$ cat src/rtl/sl_wb_mon_pkg.sv
// rtl/sl_wb_mon_pkg.sv - shared types and helpers for the Wishbone trace monitor
package sl_wb_mon_pkg;

    typedef enum logic [1:0] {
        ST_IDLE = 2'd0,
        ST_PEND = 2'd1,
        ST_TOUT = 2'd2
    } mon_state_t;

    // Increment v but hold at the all-ones value of a w-bit field (w <= 32)
    function automatic logic [31:0] sat_inc(input logic [31:0] v, input int w);
        logic [31:0] max_v;
        max_v = (w >= 32) ? 32'hFFFF_FFFF : ((32'd1 << w) - 32'd1);
        return (v >= max_v) ? v : v + 32'd1;
    endfunction

endpackage

$ cat src/rtl/sl_sync_fifo.sv
// rtl/sl_sync_fifo.sv - show-ahead synchronous FIFO with wrap-bit pointers
module sl_sync_fifo #(
    parameter int WIDTH = 8,
    parameter int DEPTH = 16
) (
    input  logic             clk,
    input  logic             rst,
    input  logic             push,
    input  logic [WIDTH-1:0] wdata,
    input  logic             pop,
    output logic [WIDTH-1:0] rdata,
    output logic             valid,
    output logic             full
);
    localparam int AW = $clog2(DEPTH);

    logic [AW:0]      wr_ptr_q, wr_ptr_d;
    logic [AW:0]      rd_ptr_q, rd_ptr_d;
    logic [WIDTH-1:0] mem_q [DEPTH];
    logic             empty;
    logic             do_push;
    logic             do_pop;

    assign empty   = (wr_ptr_q == rd_ptr_q);
    assign full    = (wr_ptr_q[AW] != rd_ptr_q[AW]) && (wr_ptr_q[AW-1:0] == rd_ptr_q[AW-1:0]);
    assign do_pop  = pop & ~empty;
    // A pop in the same cycle frees the slot, so a push into a full FIFO is still taken
    assign do_push = push & (~full | do_pop);
    assign valid   = ~empty;
    assign rdata   = mem_q[rd_ptr_q[AW-1:0]];

    // Advance pointers on accepted push/pop
    always_comb begin
        wr_ptr_d = wr_ptr_q;
        rd_ptr_d = rd_ptr_q;
        if (do_push) wr_ptr_d = wr_ptr_q + 1'b1;
        if (do_pop)  rd_ptr_d = rd_ptr_q + 1'b1;
    end

    // Pointer registers
    always_ff @(posedge clk) begin
        if (!rst) begin
            wr_ptr_q <= '0;
            rd_ptr_q <= '0;
        end else begin
            wr_ptr_q <= wr_ptr_d;
            rd_ptr_q <= rd_ptr_d;
        end
    end

    // Storage write; contents need no reset since pointers define validity
    always_ff @(posedge clk) begin
        if (do_push) mem_q[wr_ptr_q[AW-1:0]] <= wdata;
    end

endmodule

$ cat src/rtl/sl_wb_trace_mon.sv
// rtl/sl_wb_trace_mon.sv - passive Wishbone monitor with checks, counters and trace FIFO
module sl_wb_trace_mon
    import sl_wb_mon_pkg::*;
#(
    parameter int              ADDR_W      = 32,
    parameter int              DATA_W      = 32,
    parameter int              SEL_W       = DATA_W / 8,
    parameter int              DEPTH       = 16,
    parameter int              TS_W        = 32,
    parameter int              LAT_W       = 8,
    parameter int              CNT_W       = 16,
    parameter int              TIMEOUT     = 255,
    parameter logic [ADDR_W-1:0] FINISH_ADDR = 32'hFFFF_FFF0
) (
    input  logic              clk,
    input  logic              rst,
    input  logic              clr,
    input  logic              wb_cyc,
    input  logic              wb_stb,
    input  logic              wb_we,
    input  logic [SEL_W-1:0]  wb_sel,
    input  logic [ADDR_W-1:0] wb_adr,
    input  logic [DATA_W-1:0] wb_dat_w,
    input  logic [DATA_W-1:0] wb_dat_r,
    input  logic              wb_ack,
    input  logic              wb_err,
    output logic              tr_valid,
    input  logic              tr_ready,
    output logic [ADDR_W-1:0] tr_adr,
    output logic [DATA_W-1:0] tr_data,
    output logic              tr_we,
    output logic [SEL_W-1:0]  tr_sel,
    output logic              tr_err,
    output logic [TS_W-1:0]   tr_ts,
    output logic [LAT_W-1:0]  tr_lat,
    output logic [CNT_W-1:0]  rd_cnt,
    output logic [CNT_W-1:0]  wr_cnt,
    output logic [CNT_W-1:0]  err_cnt,
    output logic [CNT_W-1:0]  drop_cnt,
    output logic              proto_err,
    output logic              timeout_err,
    output logic              finish,
    output logic [DATA_W-1:0] finish_data
);
    typedef struct packed {
        logic [ADDR_W-1:0] adr;
        logic [DATA_W-1:0] data;
        logic              we;
        logic [SEL_W-1:0]  sel;
        logic              err;
        logic [TS_W-1:0]   ts;
        logic [LAT_W-1:0]  lat;
    } entry_t;

    localparam int ENTRY_W = $bits(entry_t);

    mon_state_t        state_q, state_d;
    logic [TS_W-1:0]   ts_q, ts_d, start_ts_q, start_ts_d;
    logic [LAT_W-1:0]  lat_q, lat_d, lat_inc;
    logic [ADDR_W-1:0] l_adr_q, l_adr_d;
    logic              l_we_q, l_we_d;
    logic [SEL_W-1:0]  l_sel_q, l_sel_d;
    logic [DATA_W-1:0] l_dat_q, l_dat_d;
    logic [CNT_W-1:0]  rd_cnt_q, rd_cnt_d, wr_cnt_q, wr_cnt_d;
    logic [CNT_W-1:0]  err_cnt_q, err_cnt_d, drop_cnt_q, drop_cnt_d;
    logic              proto_q, proto_d, tout_q, tout_d, fin_q, fin_d;
    logic [DATA_W-1:0] fin_data_q, fin_data_d;

    logic              req, done, lat_hit, chg, push, fifo_full;
    entry_t            ent, head, held;
    logic [ENTRY_W-1:0] fifo_rdata;

    assign req     = wb_cyc & wb_stb;
    assign done    = req & (wb_ack | wb_err);
    assign lat_inc = LAT_W'(sat_inc(32'(lat_q), LAT_W));
    assign lat_hit = 32'(lat_inc) >= 32'(TIMEOUT);
    assign chg     = (wb_adr != l_adr_q) | (wb_we != l_we_q) | (wb_sel != l_sel_q) | (wb_dat_w != l_dat_q);

    // Entry built from the request captured at its start, for multi-cycle completions
    always_comb begin
        held      = '0;
        held.adr  = l_adr_q;
        held.data = l_we_q ? l_dat_q : wb_dat_r;
        held.we   = l_we_q;
        held.sel  = l_sel_q;
        held.err  = wb_err;
        held.ts   = start_ts_q;
        held.lat  = lat_q;
    end

    // State register
    always_ff @(posedge clk) begin
        if (!rst) state_q <= ST_IDLE;
        else      state_q <= state_d;
    end

    // Next-state logic
    always_comb begin
        state_d = state_q;
        case (state_q)
            ST_IDLE: if (req && !done) state_d = ST_PEND;
            ST_PEND: begin
                if (done || !req)  state_d = ST_IDLE;
                else if (lat_hit)  state_d = ST_TOUT;
            end
            ST_TOUT: if (done || !req) state_d = ST_IDLE;
            default: state_d = ST_IDLE;
        endcase
    end

    // Datapath: capture, trace entry, checks, counters and flags
    always_comb begin
        ts_d       = ts_q + 1'b1;
        start_ts_d = start_ts_q;
        lat_d      = lat_q;
        l_adr_d    = l_adr_q;
        l_we_d     = l_we_q;
        l_sel_d    = l_sel_q;
        l_dat_d    = l_dat_q;
        rd_cnt_d   = rd_cnt_q;
        wr_cnt_d   = wr_cnt_q;
        err_cnt_d  = err_cnt_q;
        drop_cnt_d = drop_cnt_q;
        proto_d    = proto_q;
        tout_d     = tout_q;
        fin_d      = fin_q;
        fin_data_d = fin_data_q;
        push       = 1'b0;
        ent        = '0;

        case (state_q)
            ST_IDLE: begin
                if (done) begin
                    push     = 1'b1;
                    ent.adr  = wb_adr;
                    ent.data = wb_we ? wb_dat_w : wb_dat_r;
                    ent.we   = wb_we;
                    ent.sel  = wb_sel;
                    ent.err  = wb_err;
                    ent.ts   = ts_q;
                    ent.lat  = '0;
                end else if (req) begin
                    l_adr_d    = wb_adr;
                    l_we_d     = wb_we;
                    l_sel_d    = wb_sel;
                    l_dat_d    = wb_dat_w;
                    start_ts_d = ts_q;
                    lat_d      = LAT_W'(1);
                end
            end
            ST_PEND: begin
                if (req && chg) proto_d = 1'b1;
                if (done) begin
                    push = 1'b1;
                    ent  = held;
                end else if (!req) begin
                    proto_d = 1'b1;
                end else begin
                    lat_d = lat_inc;
                    if (lat_hit) tout_d = 1'b1;
                end
            end
            ST_TOUT: begin
                if (done) begin
                    push    = 1'b1;
                    ent     = held;
                    ent.err = 1'b1;
                    ent.lat = '1;
                end
            end
            default: ;
        endcase

        if (wb_stb && !wb_cyc)            proto_d = 1'b1;
        if ((wb_ack || wb_err) && !req)   proto_d = 1'b1;
        if (wb_ack && wb_err)             proto_d = 1'b1;

        if (push) begin
            if (ent.we) wr_cnt_d = CNT_W'(sat_inc(32'(wr_cnt_q), CNT_W));
            else        rd_cnt_d = CNT_W'(sat_inc(32'(rd_cnt_q), CNT_W));
            if (wb_err) err_cnt_d = CNT_W'(sat_inc(32'(err_cnt_q), CNT_W));
            if (fifo_full && !tr_ready) drop_cnt_d = CNT_W'(sat_inc(32'(drop_cnt_q), CNT_W));
            if (ent.we && ent.adr == FINISH_ADDR) begin
                fin_d      = 1'b1;
                fin_data_d = ent.data;
            end
        end

        if (clr) begin
            rd_cnt_d   = '0;
            wr_cnt_d   = '0;
            err_cnt_d  = '0;
            drop_cnt_d = '0;
            proto_d    = 1'b0;
            tout_d     = 1'b0;
            fin_d      = 1'b0;
            fin_data_d = '0;
        end
    end

    // Datapath registers
    always_ff @(posedge clk) begin
        if (!rst) begin
            ts_q       <= '0;
            start_ts_q <= '0;
            lat_q      <= '0;
            l_adr_q    <= '0;
            l_we_q     <= 1'b0;
            l_sel_q    <= '0;
            l_dat_q    <= '0;
            rd_cnt_q   <= '0;
            wr_cnt_q   <= '0;
            err_cnt_q  <= '0;
            drop_cnt_q <= '0;
            proto_q    <= 1'b0;
            tout_q     <= 1'b0;
            fin_q      <= 1'b0;
            fin_data_q <= '0;
        end else begin
            ts_q       <= ts_d;
            start_ts_q <= start_ts_d;
            lat_q      <= lat_d;
            l_adr_q    <= l_adr_d;
            l_we_q     <= l_we_d;
            l_sel_q    <= l_sel_d;
            l_dat_q    <= l_dat_d;
            rd_cnt_q   <= rd_cnt_d;
            wr_cnt_q   <= wr_cnt_d;
            err_cnt_q  <= err_cnt_d;
            drop_cnt_q <= drop_cnt_d;
            proto_q    <= proto_d;
            tout_q     <= tout_d;
            fin_q      <= fin_d;
            fin_data_q <= fin_data_d;
        end
    end

    sl_sync_fifo #(
        .WIDTH (ENTRY_W),
        .DEPTH (DEPTH)
    ) u_fifo (
        .clk   (clk),
        .rst   (rst),
        .push  (push),
        .wdata (ent),
        .pop   (tr_ready),
        .rdata (fifo_rdata),
        .valid (tr_valid),
        .full  (fifo_full)
    );

    // Head fields read as zero while the FIFO is empty
    assign head        = fifo_rdata;
    assign tr_adr      = tr_valid ? head.adr  : '0;
    assign tr_data     = tr_valid ? head.data : '0;
    assign tr_we       = tr_valid & head.we;
    assign tr_sel      = tr_valid ? head.sel  : '0;
    assign tr_err      = tr_valid & head.err;
    assign tr_ts       = tr_valid ? head.ts   : '0;
    assign tr_lat      = tr_valid ? head.lat  : '0;
    assign rd_cnt      = rd_cnt_q;
    assign wr_cnt      = wr_cnt_q;
    assign err_cnt     = err_cnt_q;
    assign drop_cnt    = drop_cnt_q;
    assign proto_err   = proto_q;
    assign timeout_err = tout_q;
    assign finish      = fin_q;
    assign finish_data = fin_data_q;

endmodule

$ cat config.mk
export PLATFORM = sky130hd
export DESIGN_NAME = sl_wb_trace_mon
export DESIGN_NICKNAME = d
export VERILOG_FILES = /design/src/rtl/sl_wb_mon_pkg.sv /design/src/rtl/sl_sync_fifo.sv /design/src/rtl/sl_wb_trace_mon.sv
export SDC_FILE = /design/constraint.sdc
export NUM_CORES = 2
export LEC_CHECK = 0
export ABC_CLOCK_PERIOD_IN_PS = 14200
export CAP_MARGIN = 30
export CORE_MARGIN = 2
export CORE_UTILIZATION = 29
export DETAILED_ROUTE_END_ITERATION = 10
export GPL_TIMING_DRIVEN = 0
export PLACE_DENSITY = 0.41
export SLEW_MARGIN = 10
export SYNTH_ARGS = -nofsm -noshare
export SYNTH_HDL_FRONTEND = slang
export SYNTH_HIERARCHICAL = 1
export SYNTH_SLANG_ARGS = --single-unit
$ cat constraint.sdc
create_clock -name clk -period 14.2 [get_ports clk]
set_input_delay 2.84 -clock clk [delete_from_list [all_inputs] [get_ports clk]]
set_output_delay 2.84 -clock clk [all_outputs]
set_load 0.005 [all_outputs]
==> results.md <==
- Worst-Margin Slew: 1077 ps
- Max clock buf depth: 3
- Max Freq: 0.1316 GHz
- Critical-path cell list: buf_2, clkbuf_2, buf_1, mux4_2, mux4_2, and2_1, clkdlybuf4s50_1
- H-tree levels: 4
- Via count: 45016
- Mapped cell area: 80800 µm²
- Setup TNS: 0 ps
- Number of global-route vias before repair: 45498
- Met1 Use GR: 0.2586
- Max incr delay on CP: 850 ps
- I/O Pins: 319
- Met2 global-route usage: 0.3360
- DRT iter0 DRCs: 4217
- Worst min path class: flop to flop
- Hold WS: 464.5 ps
- Cts repair resizes: 0
- Final Net Count: 5218
- Synth warn: 6
- Chip width: 531.8 µm
- Final core utilization: 0.3626
- EDFF count, synth: 1760
- Yosys reg bits: 2016
- WL/cell: 31.46 µm
- Worst slew margin: 0.2780
- CP Capture Type: primary output
- Post-Layout Cell Count: 9006
- Final WL: 283300 µm
- Sink Count: 2016
- Pin count of the biggest net entering global routing: 25
- Pre-antenna DRT Iters: 7
- Status: finished, final reports clean
- Setup Buffers After CTS: 0
- Placer Congestion: 0.8635
- Crit start category: flop
- Final Setup Violations: 0
- Data required time of the critical path: 11360 ps
- Initial antenna violation count: 61
- CTS Root Cell: clkbuf_16
- Max VDD drop: 0.1198 mV
- Met3 Usage GRT: 0.03046
- Critical Path AT: 4760 ps
- Asr flop ratio synth: 0
- Mapped Nets: 4391
- Top cell by count, worst path: mux4_2
- CORE AREA: 276700 µm²
- Hold Fails Final Rpt: 0
- Cells after Synth: 4271
- Most frequently used flop master after synthesis: edfxtp_1
- Area growth from synthesis to layout: 24.20%
- DP Cell Count: 8569
- CTS Buf Count: 220
- Sequential fraction of the synthesis area: 0.7176
- Layout cells sized above 1: 0.2472
- Reg clk slew, reported paths: 60 ps
- Row count: 193
- Ratio of final minimum period to clock period: 0.5352
- Hpwl dp: 200300 µm
- Cell Pwr Density: 134.1 nW/µm²
- CTS tree: built
- Static leakage: 31.28 nW
- Chip Height: 531.8 µm
- Port Buf Inserts: 316
- Syn Area/Cell: 18.92 µm²
- DRC viols: 0
- Slew Limit Fails: 0
- Max-Cap Viols: 0
- Post-layout minimum cycle time: 7600 ps
- Setup CP Type: flop to primary output
- GRT Total Usage: 0.1966
- Via/cell ratio: 4.998
- Top Usage Layer GRT: met2
- Antenna viol nets, final: 0
- Starting Density: 0.2920
- Clock Latency Late Sink: 870 ps
- GRT overflow: 0
- First-pass GRT wire length: 386500 µm
- Full die area: 282800 µm²
- CTS Hold Bufs: 0
- Critical path's slowest cell: buf_1
- Maximum fanout along the worst path: 12
- Unrepaired setup endpoints after global routing: false
- Yosys cell types: 69
- Clock Skew: 43.52 ps
==> metrics by stage <==
step                      area, µm²  total power, mW  setup WS [ps]
after floorplan               80800            7.268           2221
after global placement        88600            7.917         -13720
after detailed placement      93120            7.949           6581
after CTS                    100200            13.64           6578
after global routing         100300            13.89           6527
final                        100300            13.45           6600
==> sequential cells by signal, summed over array words and instances (netlist names), 2 cells and up, named ones only <==
signal,cells
rd_cnt,16
u_fifo/mem_q,1760
l_dat_q,32
finish_data,32
wr_cnt,16
ts_q,32
l_sel_q,4
state_q,2
start_ts_q,32
lat_q,8
drop_cnt,16
u_fifo/rd_ptr_q,5
l_adr_q,32
err_cnt,16
u_fifo/wr_ptr_q,5
==> cell families after synthesis <==
| kind of cell | after synthesis | share of synthesized area |
|---|---|---|
| AND/OR/NAND/NOR | 812 | 0.05093 |
| AO/OA/AOI/OAI | 346 | 0.03054 |
| XOR/XNOR | 135 | 0.01473 |
| multiplexers | 647 | 0.1653 |
| flip-flops | 2016 | 0.7176 |
| adder cells (fa/ha/maj) | 11 | 0.001703 |
| buffers and inverters | 304 | 0.01922 |
==> cell usage after synthesis, types with 8 or more instances <==
cell type  count  share of area
a22o_1        60         0.0065
dfxtp_1      256          0.063
nand4_1       40         0.0031
nor3_1        64         0.0040
a21oi_1       25         0.0015
nor2_1       164         0.0076
a22oi_1       16         0.0015
buf_2         35         0.0022
inv_1         46         0.0021
mux4_2       550           0.15
nand2b_1       8        0.00062
buf_1         31         0.0014
xnor2_1       61         0.0066
clkbuf_1     141         0.0066
and4_1        11         0.0012
and3_1        13         0.0010
buf_6         46         0.0064
nor4_1        56         0.0043
ha_1          11         0.0017
and2_1       159          0.012
a21boi_0      69         0.0064
nand2_1      201         0.0093
nor2b_1       11        0.00085
or3_1         15         0.0012
o22ai_1       49         0.0038
xor2_1        73         0.0079
nand3_1       44         0.0027
mux2i_1       97          0.012
o21ai_0       26         0.0016
a31oi_1       51         0.0039
edfxtp_1    1760           0.65
==> cell type report <==
class	instances	area, µm²
inverter	47	176.4
buffer	257	1383
multi-input combinational	1951	21620
sequential	2016	57980
antenna	21	52.55
fill	25807	176400
timing repair buffer	605	7451
clock inverter	118	1191
clock buffer	286	5867
tap	3705	4636
==> worst max-delay path: cells and delay by family, from the launching register on <==
family,cells,cell delay [ps]
flops,1,300
simple gates,1,180
buf+inv,4,2450
mux,2,930
==> path summary, 6_finish.rpt <==
kind | start | end | slack, ps | depth (start not counted)
setup / recovery | flop | tr_sel[3] | 6600 | 7
hold reg to reg | start_ts_q[7] | start_ts_q[7] | 460 | 2
setup reg to reg | state_q[0] | u_fifo/mem_q[2][96] | 9920 | 11
hold / removal | start_ts_q[7] | start_ts_q[7] | 460 | 2
==> where the power goes <==
| group | internal [mW] | leakage, nW | switching [mW] |
|---|---|---|---|
| clock network | 3.22 | 3.43 | 2.45 |
| registers | 6.42 | 18.5 | 0.0148 |
| logic | 0.628 | 9.36 | 0.720 |
==> layer usage <==
| layer | share of wire | wire, µm |
|---|---|---|
| met1 | 0.42 | 119100 |
| met4 | 0.028 | 8051 |
| met3 | 0.052 | 14680 |
| met5 | 0.00021 | 60 |
| met2 | 0.50 | 141400 |
==> cells in the final DEF (no fill, tap or decap), types with 44 or more instances in the layout <==
cell type	count
clkinv_1	46
nor3_1	58
a31oi_1	51
buf_8	49
buf_4	69
clkbuf_16	223
edfxtp_1	1760
nor4_1	56
nor2_1	144
mux4_2	550
clkbuf_1	194
buf_12	53
xnor2_1	61
mux2i_1	97
a21boi_0	69
a22o_1	60
nand3_1	44
inv_1	46
dfxtp_1	256
buf_6	120
clkdlybuf4s50_1	316
and2_1	159
xor2_1	73
nand2_1	201
No activity file was read; power rests on OpenSTA's default activity.
